$ cat config.mk
export PLATFORM = sky130hd
export DESIGN_NAME = output_ram_reader
export DESIGN_NICKNAME = d
export VERILOG_FILES = /design/src/rtl/output_ram_reader_pkg.sv /design/src/rtl/output_ram_reader_rd_fifo2.sv /design/src/rtl/output_ram_reader.sv
export SDC_FILE = /design/constraint.sdc
export NUM_CORES = 1
export LEC_CHECK = 0
export BUFFER_PORTS_ARGS = -buffer_cell sky130_fd_sc_hd__buf_2
export CAP_MARGIN = 20
export CORE_ASPECT_RATIO = 0.75
export CORE_UTILIZATION = 55
export CTS_CLUSTER_SIZE = 10
export DETAILED_ROUTE_END_ITERATION = 16
export PLACE_DENSITY = 0.79
export SKIP_CTS_REPAIR_TIMING = 1
export SYNTH_ARGS = -nofsm -noshare
export SYNTH_HDL_FRONTEND = slang
export SYNTH_HIERARCHICAL = 1
export SYNTH_SLANG_ARGS = --single-unit
$ cat constraint.sdc
create_clock -name clk -period 2.5 [get_ports clk]
set_input_delay 0.375 -clock clk [delete_from_list [all_inputs] [get_ports clk]]
set_output_delay 0.375 -clock clk [all_outputs]
set_load 0.005 [all_outputs]
$ cat src/rtl/output_ram_reader_pkg.sv
// Shared widths and FSM state encoding for the output-RAM drain path.
package output_ram_reader_pkg;

    localparam int unsigned DataW = 16;
    localparam int unsigned AddrW = 3;

    typedef enum logic [1:0] {
        StIdle,
        StDrain,
        StFlush
    } state_e;

endpackage

$ cat src/rtl/output_ram_reader_rd_fifo2.sv
// Two-entry shift FIFO of {index, last, data}; the head is always entry 0 and reads as zero
// when empty.
module rd_fifo2 #(
    parameter int unsigned DATA_W = 16,
    parameter int unsigned IDX_W  = 3
) (
    input  logic              clk,
    input  logic              reset,
    input  logic              push_i,
    input  logic [IDX_W-1:0]  push_idx_i,
    input  logic              push_last_i,
    input  logic [DATA_W-1:0] push_data_i,
    input  logic              pop_i,
    output logic [1:0]        count_o,
    output logic              head_valid_o,
    output logic [IDX_W-1:0]  head_idx_o,
    output logic              head_last_o,
    output logic [DATA_W-1:0] head_data_o
);

    localparam int unsigned EntryW = IDX_W + 1 + DATA_W;

    logic [EntryW-1:0] e0_q, e1_q, push_entry;
    logic [1:0]        count_q;

    assign push_entry = {push_idx_i, push_last_i, push_data_i};

    always_ff @(posedge clk or negedge reset) begin
        if (!reset) begin
            e0_q    <= '0;
            e1_q    <= '0;
            count_q <= '0;
        end else begin
            case ({push_i, pop_i})
                2'b10: begin
                    if (count_q == 2'd0) e0_q <= push_entry;
                    else                 e1_q <= push_entry;
                    count_q <= count_q + 2'd1;
                end
                // Shifting in e1_q clears the head to zero once the FIFO empties.
                2'b01: begin
                    e0_q    <= e1_q;
                    e1_q    <= '0;
                    count_q <= count_q - 2'd1;
                end
                2'b11: begin
                    if (count_q == 2'd2) begin
                        e0_q <= e1_q;
                        e1_q <= push_entry;
                    end else begin
                        e0_q <= push_entry;
                    end
                end
                default: ;
            endcase
        end
    end

    assign count_o                                = count_q;
    assign head_valid_o                           = (count_q != 2'd0);
    assign {head_idx_o, head_last_o, head_data_o} = e0_q;

endmodule

$ cat src/rtl/output_ram_reader.sv
// Drains the output SRAM after a run finishes and streams the words out on valid/ready,
// issuing reads only when the 2-entry FIFO has credit for the returning data.
module output_ram_reader
    import output_ram_reader_pkg::*;
#(
    parameter int unsigned DATA_W    = DataW,
    parameter int unsigned ADDR_W    = AddrW,
    parameter int unsigned WORDS     = 8,
    parameter int unsigned BASE_ADDR = 0
) (
    input  logic              clk,
    input  logic              reset,
    input  logic              start,
    output logic [ADDR_W-1:0] dut__dom__address,
    output logic              dut__dom__enable,
    output logic              dut__dom__write,
    input  logic [DATA_W-1:0] dom__dut__data,
    output logic              out_valid,
    input  logic              out_ready,
    output logic [DATA_W-1:0] out_data,
    output logic [ADDR_W-1:0] out_index,
    output logic              out_last,
    output logic              busy,
    output logic              done
);

    localparam int unsigned       CntW    = ADDR_W + 1;
    localparam logic [CntW-1:0]   LastCnt = CntW'(WORDS - 1);
    localparam logic [ADDR_W-1:0] Base    = ADDR_W'(BASE_ADDR);

    state_e          state_q;
    logic [CntW-1:0] rd_cnt_q, st_cnt_q;
    logic            inflight_q, done_q;
    logic [1:0]      fifo_count;
    logic [2:0]      credit_used;
    logic            pop, issue;

    assign pop = out_valid & out_ready;

    // A read may issue only if its data is guaranteed a FIFO slot when it returns.
    always_comb begin
        credit_used       = {1'b0, fifo_count} + {2'b00, inflight_q};
        issue             = (state_q == StDrain) && (credit_used < (3'd2 + {2'b00, pop}));
        dut__dom__address = issue ? (Base + rd_cnt_q[ADDR_W-1:0]) : '0;
    end

    always_ff @(posedge clk or negedge reset) begin
        if (!reset) begin
            state_q    <= StIdle;
            rd_cnt_q   <= '0;
            st_cnt_q   <= '0;
            inflight_q <= 1'b0;
            done_q     <= 1'b0;
        end else begin
            inflight_q <= issue;
            done_q     <= 1'b0;
            if (issue)      rd_cnt_q <= rd_cnt_q + 1'b1;
            if (inflight_q) st_cnt_q <= st_cnt_q + 1'b1;
            unique case (state_q)
                StIdle: begin
                    if (start) begin
                        state_q  <= StDrain;
                        rd_cnt_q <= '0;
                        st_cnt_q <= '0;
                    end
                end
                StDrain: begin
                    if (issue && (rd_cnt_q == LastCnt)) state_q <= StFlush;
                end
                StFlush: begin
                    if (pop && out_last) begin
                        state_q <= StIdle;
                        done_q  <= 1'b1;
                    end
                end
                default: state_q <= StIdle;
            endcase
        end
    end

    rd_fifo2 #(
        .DATA_W (DATA_W),
        .IDX_W  (ADDR_W)
    ) u_fifo (
        .clk          (clk),
        .reset        (reset),
        .push_i       (inflight_q),
        .push_idx_i   (st_cnt_q[ADDR_W-1:0]),
        .push_last_i  (st_cnt_q == LastCnt),
        .push_data_i  (dom__dut__data),
        .pop_i        (pop),
        .count_o      (fifo_count),
        .head_valid_o (out_valid),
        .head_idx_o   (out_index),
        .head_last_o  (out_last),
        .head_data_o  (out_data)
    );

    assign dut__dom__enable = issue;
    assign dut__dom__write  = 1'b0;
    assign busy             = (state_q != StIdle);
    assign done             = done_q;

endmodule

== Word level (Yosys, flattened, before mapping) ==
Cells that the tools add are included.
Cells by class
  eq/ne operators: 14
  bitwise operators: 1
  reduce and logical (&&, ||, !) cells: 12
  mux-type cells: 20
  $add $sub $neg: 6
  magnitude comparators: 1
Operators with widths (count)
  case mux 20 bit (3 select lines): 2
  2-to-1 mux 20 bit: 4
  2-to-1 mux 4 bit: 6
  adder 4 x 1 -> 4 bit, second input constant: 2
  == test 2 bit, second input constant: 4
  == test 4 x 3 -> 1 bit, second input constant: 2
  2-to-1 mux 2 bit: 3
  inequality test 2 x 1 -> 1 bit, second input constant: 3
  inequality test 2 bit, second input constant: 3
  case mux 2 bit (3 select lines): 1
  AND reduction 3 bit: 2
  nonzero test 2 bit: 3
  == test 2 x 1 -> 1 bit, second input constant: 2
  logical NOT 2 bit: 2
  case mux 2 bit (2 select lines): 1
  adder 2 x 1 -> 3 bit: 1
  adder 2 x 1 -> 3 bit, first input constant: 1
  logical AND 1 bit: 3
  < comparator 3 bit: 1
  2-to-1 mux 3 bit: 1
  nonzero test 3 bit: 1
  adder 2 x 1 -> 2 bit, second input constant: 1
  2-to-1 mux 1 bit: 2
  AND reduction 2 bit: 1
  other kinds (2): 2
Storage, ports and cells
  bits of input ports: 20
  flip-flop bits (word level): 54

== Longest topological paths before layout ==
  depth in word-level cells: 8
  mapped depth: 9
  mapped depth without buffers: 8

== By module ==
Netlist, hierarchy kept.
Modules (own cells, without submodules)
  rd_fifo2: instances 1, cells an instance 174, area an instance 1988.2 µm²
  output_ram_reader: instances 1, cells an instance 60, area an instance 636.9 µm²

== Worst setup path before layout ==
OpenSTA, ideal clock, no wires.
  path kind: reg2reg
  start: register u_fifo.count_q[0] (netlist: u_fifo/count_o[0])
  end: register u_fifo.e1_q[12]
  data arrival time: 1.921 ns
  stages on the path, launching flop included: 9
  path buffers: 1
  data required time: 2.375 ns
  path slack: 0.455 ns
  cell sequence: dfrtp_1 > or2_4 > and2_1 > ha_1 > inv_1 > o21ai_1 > a21oi_2 > buf_6 > mux2_2
On the way
  word-level cells in the longest chain between the ends: 5
RTL lines
  from (decl): line output_ram_reader_rd_fifo2.sv:24  | logic [1:0] count_q;
  from (signal assigned): line output_ram_reader_rd_fifo2.sv:38  | count_q <= count_q + 2'd1;
  from (signal assigned): line output_ram_reader_rd_fifo2.sv:44  | count_q <= count_q - 2'd1;
  nonzero test 2 bit *: line output_ram_reader_rd_fifo2.sv:60  | assign head_valid_o = (count_q != 2'd0);
  named net out_valid: line output_ram_reader.sv:18  | output logic out_valid,
  AND 1 bit *: line output_ram_reader.sv:38  | assign pop = out_valid & out_ready;
  named net pop: line output_ram_reader.sv:36  | logic pop, issue;
  == test 2 bit or == test 2 x 1 -> 1 bit (tied branches): line output_ram_reader_rd_fifo2.sv:34  | case ({push_i, pop_i})
  inequality test 2 x 1 -> 1 bit (no line), or another cell as far along
  AND reduction 3 bit (no line)
  to (signal assigned): line output_ram_reader_rd_fifo2.sv:37  | else e1_q <= push_entry;
  to (signal assigned): line output_ram_reader_rd_fifo2.sv:49  | e1_q <= push_entry;
  to (decl): line output_ram_reader_rd_fifo2.sv:23  | logic [EntryW-1:0] e0_q, e1_q, push_entry;
Mark *: on every way through the listed nets, which the timed path passes. The rest lies on a longest branch.
A chain may end at the register's enable or synchronous reset.

== Worst setup path after layout ==
  start: register inflight_q
  end: output port dut__dom__address[1]
On the way
  word-level cells in the longest chain between the ends: 4
RTL lines
  from (decl): line output_ram_reader.sv:33  | logic inflight_q, done_q;
  from (signal assigned): line output_ram_reader.sv:55  | inflight_q <= issue;
  adder 2 x 1 -> 3 bit: line output_ram_reader.sv:42  | credit_used = {1'b0, fifo_count} + {2'b00, inflight_q};
  < comparator 3 bit: line output_ram_reader.sv:43  | issue = (state_q == StDrain) && (credit_used < (3'd2 + {2'b00, pop}));
  logical AND 1 bit: line output_ram_reader.sv:43
  2-to-1 mux 3 bit: line output_ram_reader.sv:44  | dut__dom__address = issue ? (Base + rd_cnt_q[ADDR_W-1:0]) : '0;
  to (decl): line output_ram_reader.sv:14  | output logic [ADDR_W-1:0] dut__dom__address,
No other way between the ends.

==> key figures <==
Run
  – Count of max-cap constraint violations: 0

Synth
  – Post-synth top flop: dfrtp_1
  – Proportion of register bits with asynchronous set or reset after synthesis: 1.00
  – Number of synthesized flops with an enable pin: 0
  – Synthesized instance count: 234
  – Avg Inst Size Synth: about 11 sq um
  – Number of warning messages in the yosys log: 6
  – Share of the synthesized area in the top cell type: 0.515
  – Count of state elements after synthesis: between 50 and 60
  – Post-synth design cell area: around 2600 sq um
  – Number of unique standard cell types used by synthesis: 33
  – Post-Syn Nets: ~260
  – Largest cells by area after synthesis: dfrtp_1 51%, mux2_2 7.7%, a22oi_1 5.7%, nor2b_1 4.8%, nor2_1 3.9%
  – Post-synthesis sequential area ratio: 0.515
  – Library cell occupying the most area in the post-synthesis netlist: dfrtp_1

Clocking
  – CTS HTree Levels: 2
  – Sink Count: 54
  – CTS tree: done
  – Clock root buffer: clkbuf_8
  – Max clock buf depth: 2
  – Insertion delay of the later-clocked pin in the worst-skew pair: roughly 0.3 ns
  – Clock Pin Slew Worst Setup and Hold Paths: 0.10 ns
  – Total clock buffers created by CTS: 5

Placed design
  – Routability cong.: around 0.8
  – Half-perimeter wire length of the detailed placement result: roughly 3500 microns
  – Inst Count DP: roughly 340
  – IO Port Bufs: 46
  – Worst slack, placed: roughly 0.29 ns

Power and ir drop
  – Static leakage: between 1 and 1.5 nW
  – Post-layout power: around 4.2 mW
  – Pwr Density: 1370 nW/um^2
  – Switching power total: ~1.6 mW
  – Comb power frac: 0.500
  – Fraction of power spent switching nets: 0.383
  – Clock power share: 0.119
  – Maximum resistive drop on vdd: between 700 and 800 uV
  – Pint: ~2.6 mW
  – Portion of total power attributed to sequential cells: 0.382

STA
  – Ratio of final minimum period to clock period: 0.957
  – Achievable clock frequency: approximately 0.42 GHz
  – Clock Skew: 0.0100 ns
  – Relative slew slack: 0.525
  – Total negative slack for setup checks: 0 ns
  – Final Max Slew Viols: 0
  – Final hold violations: 0
  – RSZ-0062 raised after global routing: false
  – Fin crit period: around 2.4 ns
  – Setup-violating endpoint count in the final report: 0
  – Minimum hold slack: about 0.12 ns
  – Slew @ Worst Pin: 0.713 ns
  – PnR worst setup slack: ~0.11 ns

Routing
  – Starting DRT DRC Count: 105
  – Top sig layer: met4
  – Via count normalized by instance count: about 5.4
  – Post-detailed-routing wire length: 4850 microns
  – Detailed-route wire length per cell: approximately 14 microns
  – Drt drc: 0
  – DR WL met3: roughly 250 microns
  – 1st-pass router iterations: 4
  – Number of nets with antenna violations after detailed routing: 0
  – Routed length on met2: around 2200 microns
  – Vias: 1,852
  – Met1 Routed Length: around 2400 microns

Cells and area
  – Post-synthesis to final-layout area growth: 15.3%
  – Number of antenna diodes: 0
  – Ratio of cells with drive above 1 in the final layout: 0.332
  – FF+latch area: between 1000 and 1500 sq um
  – Multi-input gate area in the final layout: between 1000 and 1500 sq um
  – Filler-free cell count of the finished design: between 300 and 400
  – Nets: 313
  – Fillers: 368

Setup path
  – Kind of launch point of the worst setup path: flop
  – Type of the worst setup path: reg -> out
  – Nature of the critical path endpoint: primary output
  – Beginning of the worst register-to-register path: u_fifo/count_o[0]
  – Reg-to-reg endpoint: u_fifo/e1_q[10]
  – Worst Reg-to-Reg Cells: 9
  – Crit path arrival time: roughly 2.0 ns
  – Critical path peak fanout: 8
  – Worst path required time: 2.12 ns
  – Slack of the worst reg-to-reg path: 0.26 ns

GRT
  – All-Layer GR Usage: 0.210
  – Grt ovf: 0
  – First-pass GRT wire length: 7790 microns
  – Vias in the first global route: ~1,600
  – Maximum number of pins on one net before global-route repair: 34
  – Antenna violations before repair: 0

Die
  – Top-level I/O count: between 40 and 50
  – Initial standard-cell utilization of the core: 0.581
  – Core footprint: 4520 sq um
  – Placement row count: 21
  – Die extent in x: 81.8 microns
  – Area enclosed by the die boundary: about 5100 sq um
  – Die Y-Extent: between 60 and 70 microns

Worst hold path
  – Type of the worst min-delay path: in -> async

Status
  – Run status: finished, final reports clean
## registers in the layout, summed over array words and instances, names as in the netlist
signal	cells
done	1
u_fifo/count_o	2
st_cnt_q	4
u_fifo/e0_q	20
u_fifo/e1_q	20
state_q	2
inflight_q	1
rd_cnt_q	4
## synth_stat cells, drive strengths merged, types with 4 or more instances
cell type   n
buf        12
nand2      12
o21ai       4
and2        5
nor2b      20
dfrtp      54
xor2        4
a21oi      22
inv         5
mux2       20
nand2b      4
a22oi      20
ha          8
nor2       27
## cell usage in the layout (no fill, tap or decap), types with 3 or more instances in the layout
| cell type | instances |
|---|---|
| xnor2_1 | 3 |
| nand2b_1 | 3 |
| o21ai_0 | 3 |
| nand2_1 | 12 |
| xor2_1 | 4 |
| nor2_1 | 27 |
| and2_2 | 3 |
| dfrtp_1 | 53 |
| buf_4 | 10 |
| ha_1 | 8 |
| a21oi_2 | 3 |
| a22oi_1 | 20 |
| clkbuf_8 | 6 |
| mux2_2 | 18 |
| inv_1 | 5 |
| nor2b_1 | 20 |
| a21oi_1 | 18 |
| mux2i_1 | 3 |
| buf_2 | 46 |
## power groups by stage
stage | Sequential [mW] | Clock [mW] | Combinational [mW]
after floorplan | 1.56 | 0 | 1.51
after global placement | 1.59 | 0 | 2.01
after detailed placement | 1.60 | 0 | 2.08
after CTS | 1.59 | 0.506 | 2.09
after global routing | 1.66 | 0.545 | 2.32
final | 1.59 | 0.492 | 2.08
## worst max-delay path by stage
stage                      start              endpoint
6_report              inflight_q  dut__dom__address[1]
5_1_grt               inflight_q  dut__dom__address[2]
4_1_cts               inflight_q  dut__dom__address[1]
3_5_place_dp   u_fifo/count_o[0]       u_fifo/e1_q[10]
3_3_place_gp   u_fifo/count_o[0]        u_fifo/e1_q[5]
2_1_floorplan  u_fifo/count_o[0]       u_fifo/e1_q[12]
## final cells by class
type                    count  area share
inverters                   5     0.00620
well taps                  57      0.0236
clock buffers               7      0.0285
clock inverters             1     0.00165
flip-flops and latches     54       0.447
multi-input cells         162       0.385
repair buffers             57       0.108
## worst max-delay path, stage by stage, from the launching register on
cell and delay, ns:
dfrtp_2 0.49, ha_1 0.22, ha_1 0.32, a211oi_4 0.38
and2_2 0.20, buf_2 0.10
## kinds of logic (layout without fill, tap and decap cells)
group | Yosys count | count (layout) | synth area share
compound gates | 49 | 49 | 0.131
other cells | 1 | 1 | 0.00143
flops | 54 | 54 | 0.515
mux | 23 | 23 | 0.0972
buf+inv | 18 | 70 | 0.0438
xor+xnor | 7 | 7 | 0.0234
simple gates | 74 | 74 | 0.151
fa+ha+maj | 8 | 8 | 0.0381
## layer usage
metal	vias to the layer above	track usage
met5	-	0
met4	0	0.0526
met3	2	0.0701
met2	43	0.313
met1	906	0.297
li1	901	-
## metrics by stage
step	util	cell area (sq um)
floorplan	-	2630
global placement	0.649	2930
detailed placement	0.649	2930
CTS	0.669	3020
global route	0.669	3030
finish	0.669	3030
(Power assumes the default switching activity.)
